## config.mk

```make
export PLATFORM = sky130hd
export DESIGN_NAME = fflags_rob_idx_queue_ctrl
export DESIGN_NICKNAME = d
export VERILOG_FILES = /design/src/rtl/fflags_rob_idx_queue_ctrl.sv
export SDC_FILE = /design/constraint.sdc
export NUM_CORES = 1
export LEC_CHECK = 0
export CAP_MARGIN = 30
export CORE_MARGIN = 2
export CORE_UTILIZATION = 25
export DETAILED_ROUTE_END_ITERATION = 16
export HOLD_SLACK_MARGIN = 0.1
export SKIP_CTS_REPAIR_TIMING = 1
export SLEW_MARGIN = 40
export SYNTH_ARGS = -nofsm -noshare
export SYNTH_HDL_FRONTEND = slang
export SYNTH_SLANG_ARGS = --single-unit
```

## constraint.sdc

```tcl
create_clock -name clock -period 9.4 [get_ports clock]
set_clock_uncertainty 0.15 [all_clocks]
set_input_delay 1.88 -clock clock [delete_from_list [all_inputs] [get_ports clock]]
set_output_delay 1.88 -clock clock [all_outputs]
set_load 0.02 [all_outputs]
```

## src/rtl/fflags_rob_idx_queue_ctrl.sv

```systemverilog
`timescale 1ns/1ps
// fflags_rob_idx_queue_ctrl
// Pointer/occupancy controller for the FP fflags rob_idx queue. It drives the
// write port of an external DEPTH x WIDTH 1R1W RAM from the enq handshake, and
// drains the RAM in FIFO order into a registered deq output stage.
// Ports:
//   clock, reset       single clock, asynchronous active-high reset
//   io_flush           synchronous clear; takes priority over enq, read and deq
//   io_enq_*           producer valid/ready/bits (FP pipe writeback)
//   io_deq_*           consumer valid/ready/bits (ROB fflags commit)
//   io_count           RAM entries plus the output register
//   ram_W0_*           RAM write port (addr = tail, en = enq fire)
//   ram_R0_*           RAM read port (addr = head, en = read fire, comb data)
module fflags_rob_idx_queue_ctrl #(
  parameter int unsigned DEPTH  = 7,
  parameter int unsigned WIDTH  = 7,
  parameter int unsigned ADDR_W = 3,
  parameter int unsigned CNT_W  = 4
) (
  input  logic              clock,
  input  logic              reset,
  input  logic              io_flush,
  input  logic              io_enq_valid,
  output logic              io_enq_ready,
  input  logic [WIDTH-1:0]  io_enq_bits,
  output logic              io_deq_valid,
  input  logic              io_deq_ready,
  output logic [WIDTH-1:0]  io_deq_bits,
  output logic [CNT_W-1:0]  io_count,
  output logic [ADDR_W-1:0] ram_W0_addr,
  output logic              ram_W0_en,
  output logic [WIDTH-1:0]  ram_W0_data,
  output logic [ADDR_W-1:0] ram_R0_addr,
  output logic              ram_R0_en,
  input  logic [WIDTH-1:0]  ram_R0_data
);

  localparam logic [ADDR_W-1:0] LAST_IDX = ADDR_W'(DEPTH - 1);
  localparam logic [CNT_W-1:0]  FULL_CNT = CNT_W'(DEPTH);

  logic [ADDR_W-1:0] head_q;
  logic [ADDR_W-1:0] tail_q;
  logic [CNT_W-1:0]  cnt_q;
  logic              deq_valid_q;
  logic [WIDTH-1:0]  deq_bits_q;

  logic enq_ready;
  logic enq_fire;
  logic rd_fire;

  // Handshakes; a flush cycle suppresses both the write and the read.
  always_comb begin
    enq_ready = (cnt_q != FULL_CNT) && !io_flush;
    enq_fire  = io_enq_valid && enq_ready;
    rd_fire   = (cnt_q != '0) && (!deq_valid_q || io_deq_ready) && !io_flush;
  end

  // Port mapping onto the RAM and the consumer.
  always_comb begin
    io_enq_ready = enq_ready;
    io_deq_valid = deq_valid_q;
    io_deq_bits  = deq_bits_q;
    io_count     = cnt_q + CNT_W'(deq_valid_q);
    ram_W0_addr  = tail_q;
    ram_W0_en    = enq_fire;
    ram_W0_data  = io_enq_bits;
    ram_R0_addr  = head_q;
    ram_R0_en    = rd_fire;
  end

  // Pointers and RAM occupancy.
  always_ff @(posedge clock or posedge reset) begin
    if (reset) begin
      head_q <= '0;
      tail_q <= '0;
      cnt_q  <= '0;
    end else if (io_flush) begin
      head_q <= '0;
      tail_q <= '0;
      cnt_q  <= '0;
    end else begin
      if (rd_fire) begin
        head_q <= (head_q == LAST_IDX) ? '0 : head_q + ADDR_W'(1);
      end
      if (enq_fire) begin
        tail_q <= (tail_q == LAST_IDX) ? '0 : tail_q + ADDR_W'(1);
      end
      case ({enq_fire, rd_fire})
        2'b10:   cnt_q <= cnt_q + CNT_W'(1);
        2'b01:   cnt_q <= cnt_q - CNT_W'(1);
        default: cnt_q <= cnt_q;
      endcase
    end
  end

  // Output register; RAM data is only captured on a read so X never leaks in.
  always_ff @(posedge clock or posedge reset) begin
    if (reset) begin
      deq_valid_q <= 1'b0;
      deq_bits_q  <= '0;
    end else if (io_flush) begin
      deq_valid_q <= 1'b0;
    end else if (rd_fire) begin
      deq_valid_q <= 1'b1;
      deq_bits_q  <= ram_R0_data;
    end else if (deq_valid_q && io_deq_ready) begin
      deq_valid_q <= 1'b0;
    end
  end

endmodule

```

---- After elaboration in Yosys (flattened, before gate mapping) ----
Index checks and enable logic that the tools add are counted.
operators by class
  add/subtract/negate cells ............... 5
  equal/unequal tests ..................... 5
  muxes and demuxes ....................... 11
  bitwise gates (word level) .............. 1
  reduce and logical (&&, ||, !) cells .... 14
operators with widths
  operator                                                             number
  3-bit two-way mux                                                    6
  4-bit one-hot mux with 2 select lines                                1
  3-bit by 1-bit adder with 3-bit output (second input constant)       2
  3-bit == test (second input constant)                                2
  3-bit nonzero test                                                   2
  1-bit logical AND                                                    5
  4-bit by 1-bit adder with 4-bit output                               1
  4-bit by 1-bit adder with 4-bit output (second input constant)       1
  4-bit two-way mux                                                    1
  4-bit by 3-bit != test with 1-bit output (second input constant)     1
  2-bit nonzero test                                                   2
  4-bit nonzero test                                                   1
  4-bit by 1-bit subtractor with 4-bit output (second input constant)  1
  1-bit two-way mux                                                    3
  2-bit by 1-bit == test with 1-bit output (second input constant)     1
  2-bit == test (second input constant)                                1
  1-bit logical NOT                                                    2
  2-bit AND reduction                                                  1
  1-bit logical OR                                                     1
  1-bit inverter                                                       1
storage, ports and cells
  register bits ........................... 18
  input bits .............................. 19
  output and inout port bits .............. 28
  logic and storage cells ................. 41

---- Longest topological paths before layout ----
  depth in word-level cells ............... 7
  gate-level depth with buffers ........... 9
  mapped depth without buffers ............ 8

---- Worst setup path after synthesis ----
No wires, ideal clock.
  path type ............................... input port to output port
  start ................................... input port io_flush
  end ..................................... output port ram_W0_en
  data arrival time ....................... 2768 ps
  required time ........................... 7370 ps
  slack ................................... 4602 ps
  stages .................................. 3
  buffers on the path ..................... 2
  path through ............................ clkbuf_1 clkbuf_1 nor3_1
on the way
  cells in the longest elaborated chain, start to end .. 3
RTL lines
  what               RTL line  source
  from (decl)        22        input logic io_flush,
  1-bit logical NOT  53        enq_ready = (cnt_q != FULL_CNT) && !io_flush;
  1-bit logical AND  53
  1-bit logical AND  54        enq_fire = io_enq_valid && enq_ready;
  to (decl)          31        output logic ram_W0_en,
No other way between the ends.

---- Final worst setup path ----
  start ................................... input port io_flush
  end ..................................... output port ram_R0_en
on the way
  cells in the longest elaborated chain, start to end .. 2
RTL lines
  what               RTL line  source
  1-bit logical NOT  55        rd_fire = (cnt_q != '0) && (!deq_valid_q || io_deq_ready) && !io_flush;
  1-bit logical AND  55
  to (decl)          34        output logic ram_R0_en,
No other way between the ends.

==> out/metrics.yaml <==
seqPwrFrac: 0.308
worst_pin_slew_ns: 0.696
setup_viol: 0
synthesis.nets: 128
htree_levels: 1
arrival_ns: 3.75
seq_area_frac_synth: 0.425
via_count: 864
diodes: 0
fp.dieH_microns: 69.1
whs_path_depth: 1
synth_edf_count: 0
intPower_uw: 265
syn_area_sq_um: 1060
hold_viol_final: 0
grt_pass1_vias: 901
async_flop_share: 1.00
synth.distinct_cells: 34
cts-root-buf: "clkbuf_8"
globalplace.congestion: 0.749
wl_per_cell_microns: 13.4
drive_above_1_share: 0.146
nets: 155
dieArea_sq_um: 4780
die_w_microns: 69.1
reg2reg_depth: 8
fillCellCount: 417
ys_seq_elements: 18
place_area_sq_um: 1380
power.total_uw: 440
period_needed_ns: 5.78
dp_hpwl_mm: 1.70
area_growth_pct: 35.1
p_leak_nw: 0.616
start_kind: "primary input"
slew_violations: 0
finalSetupTns_ns: 0
cp.required_ns: 7.37
rr_startpoint: "cnt_q[0]"
crit_type: "in2out"
status: "finished clean"
maxCapViolCount: 0
overflow: 0
combPwrFrac: 0.545
p_switching_uw: 175
drt_wl_total_mm: 2.42
initial_core_util: 0.263
clkPwrFrac: 0.147
final_cells: 180
final_area_sq_um: 1430
cts_tree: "built"
io_pins: 47
slew_headroom: 0.536
multi_input_area_sq_um: 534
cts_made_buffers: 3
drt-pass1-iter-count: 4
dp_slack_ns: 3.61
endpoint_kind: "primary output"
place_inst: 176
fmax_mhz: 173
hp-class: "reg2reg"
drc: 0
period_share: 0.615
grt_pass1_wl_mm: 4.20
synth_ff_type: "dfrtp_1"
rr_endpoint: "cnt_q[3]"
insertion_delay_ns: 0.26
vdd_drop_max_mv: 0.150
path_clk_slew_ns: 0.07
seqCellArea_sq_um: 450
port_buffers: 32
first_iter_violations: 37
rows: 23
antenna_found_initial: 0
critPathMaxFanout: 17
clock_sinks: 18
syn_area_per_cell_sq_um: 10.2
vias_per_cell: 4.80
rsz0062_at_grt: "false"
clockBufferDepth: 2
regToRegSetupSlack_ns: 6.22
ant_nets: 0
hold_start: "io_deq_bits[2]"
grt_start_max_net_pins: 19
swShare: 0.398
powerDensity_nw_per_um2: 307
synthCells: 104
core_area_sq_um: 4030
ys_warn_count: 0
min_to: "io_deq_bits[2]"
globalRouteTotalUtil: 0.108
setup_ws_ns: 3.62
-- power by group through the flow --
stage / Combinational [mW] / Sequential (mW) / Clock [mW]
2_1_floorplan: 0.135 / 0.154 / 0
3_3_place_gp: 0.234 / 0.136 / 0
3_5_place_dp: 0.241 / 0.137 / 0
4_1_cts: 0.243 / 0.136 / 0.0673
5_1_grt: 0.259 / 0.141 / 0.0712
6_report: 0.240 / 0.135 / 0.0647
-- area by class of cell --
cell class | count | area share
Clock buffer | 4 | 0.0384
Inverter | 3 | 0.00785
Multi-Input combinational cell | 73 | 0.373
Sequential cell | 18 | 0.314
Tap cell | 50 | 0.0436
Timing Repair Buffer | 32 | 0.223
-- critical path: stages --
cell and delay [ns]:
clkdlybuf4s50_1 0.70, nor2_2 0.48, clkdlybuf4s50_1 0.68
-- synth_stat cells (all sizes together), types with 2 or more instances --
| cell type | number | area, sq um |
|---|---|---|
| a21oi | 9 | 45.0 |
| buf | 7 | 52.6 |
| clkbuf | 3 | 12.5 |
| dfrtp | 18 | 450 |
| ha | 4 | 50.1 |
| inv | 3 | 11.3 |
| mux2 | 9 | 101 |
| nand2 | 10 | 45.0 |
| nand3 | 4 | 20.0 |
| nand4b | 2 | 17.5 |
| nor2 | 7 | 28.8 |
| nor2b | 2 | 12.5 |
| nor3 | 4 | 25.0 |
| o21ai | 3 | 15.0 |
| or3b | 2 | 17.5 |
| xnor2 | 3 | 26.3 |
-- worst max path at each step --
stage                     startpoint   endpoint  slack, ns  cells after the start
after floorplan             io_flush  ram_W0_en       4.60                      3
after global placement      io_flush  ram_R0_en       3.63                      3
after detailed placement    io_flush  ram_R0_en       3.61                      3
after CTS                   io_flush  ram_R0_en       3.60                      3
after global routing        io_flush  ram_R0_en       3.50                      3
final                       io_flush  ram_R0_en       3.62                      3
-- placed cells by master (no fill, tap or decap) --
| cell type | count |
|---|---|
| o21ai_0 | 3 |
| or2b_1 | 1 |
| or4_4 | 1 |
| mux2_2 | 9 |
| nor2_2 | 1 |
| nor4_1 | 1 |
| nand2_1 | 9 |
| nor3_1 | 3 |
| and3_1 | 1 |
| or3b_2 | 2 |
| and2_1 | 1 |
| fa_1 | 1 |
| ha_1 | 4 |
| inv_1 | 3 |
| or4b_1 | 1 |
| nor2_1 | 6 |
| xor2_1 | 1 |
| clkdlybuf4s50_1 | 32 |
| mux2i_1 | 1 |
| dfrtp_1 | 18 |
| nand2_4 | 1 |
| a31oi_1 | 1 |
| nor2b_1 | 2 |
| and4b_1 | 1 |
| nand3b_1 | 1 |
| nand4b_1 | 2 |
| a21oi_1 | 9 |
| xnor2_1 | 3 |
| clkbuf_8 | 4 |
| nor3_2 | 1 |
| a211o_1 | 1 |
| o2111a_1 | 1 |
| nand3_1 | 4 |
-- sequential cells by signal, indices dropped and copies added, names as in the netlist --
signal / count
ram_R0_addr: 3
io_deq_bits: 7
ram_W0_addr: 3
cnt_q: 4
io_deq_valid: 1
-- per-layer routing --
layer | share of wire | vias to the layer above | GRT usage
li1 | - | 411 | -
met1 | 0.44 | 399 | 0.132
met2 | 0.43 | 46 | 0.173
met3 | 0.12 | 8 | 0.0439
met4 | 0.011 | 0 | 0.0327
met5 | 0 | - | 0
-- logic make-up (layout without fill, tap and decap cells) --
kind of cell,Yosys count,in the layout,synth area share
xor+xnor,4,4,0.0330
mux,10,10,0.105
fa+ha+maj,5,5,0.0660
simple gates,39,39,0.218
flops,18,18,0.425
compound gates,15,15,0.0814
buf+inv,13,39,0.0719
-- through the flow --
stage	util	hold slack (ns)
floorplan	-	0.477
global placement	0.342	0.348
detailed placement	0.342	0.349
CTS	0.356	0.370
global route	0.356	0.387
finish	0.356	0.362
Note: power is estimated with default switching activity, not from simulation.
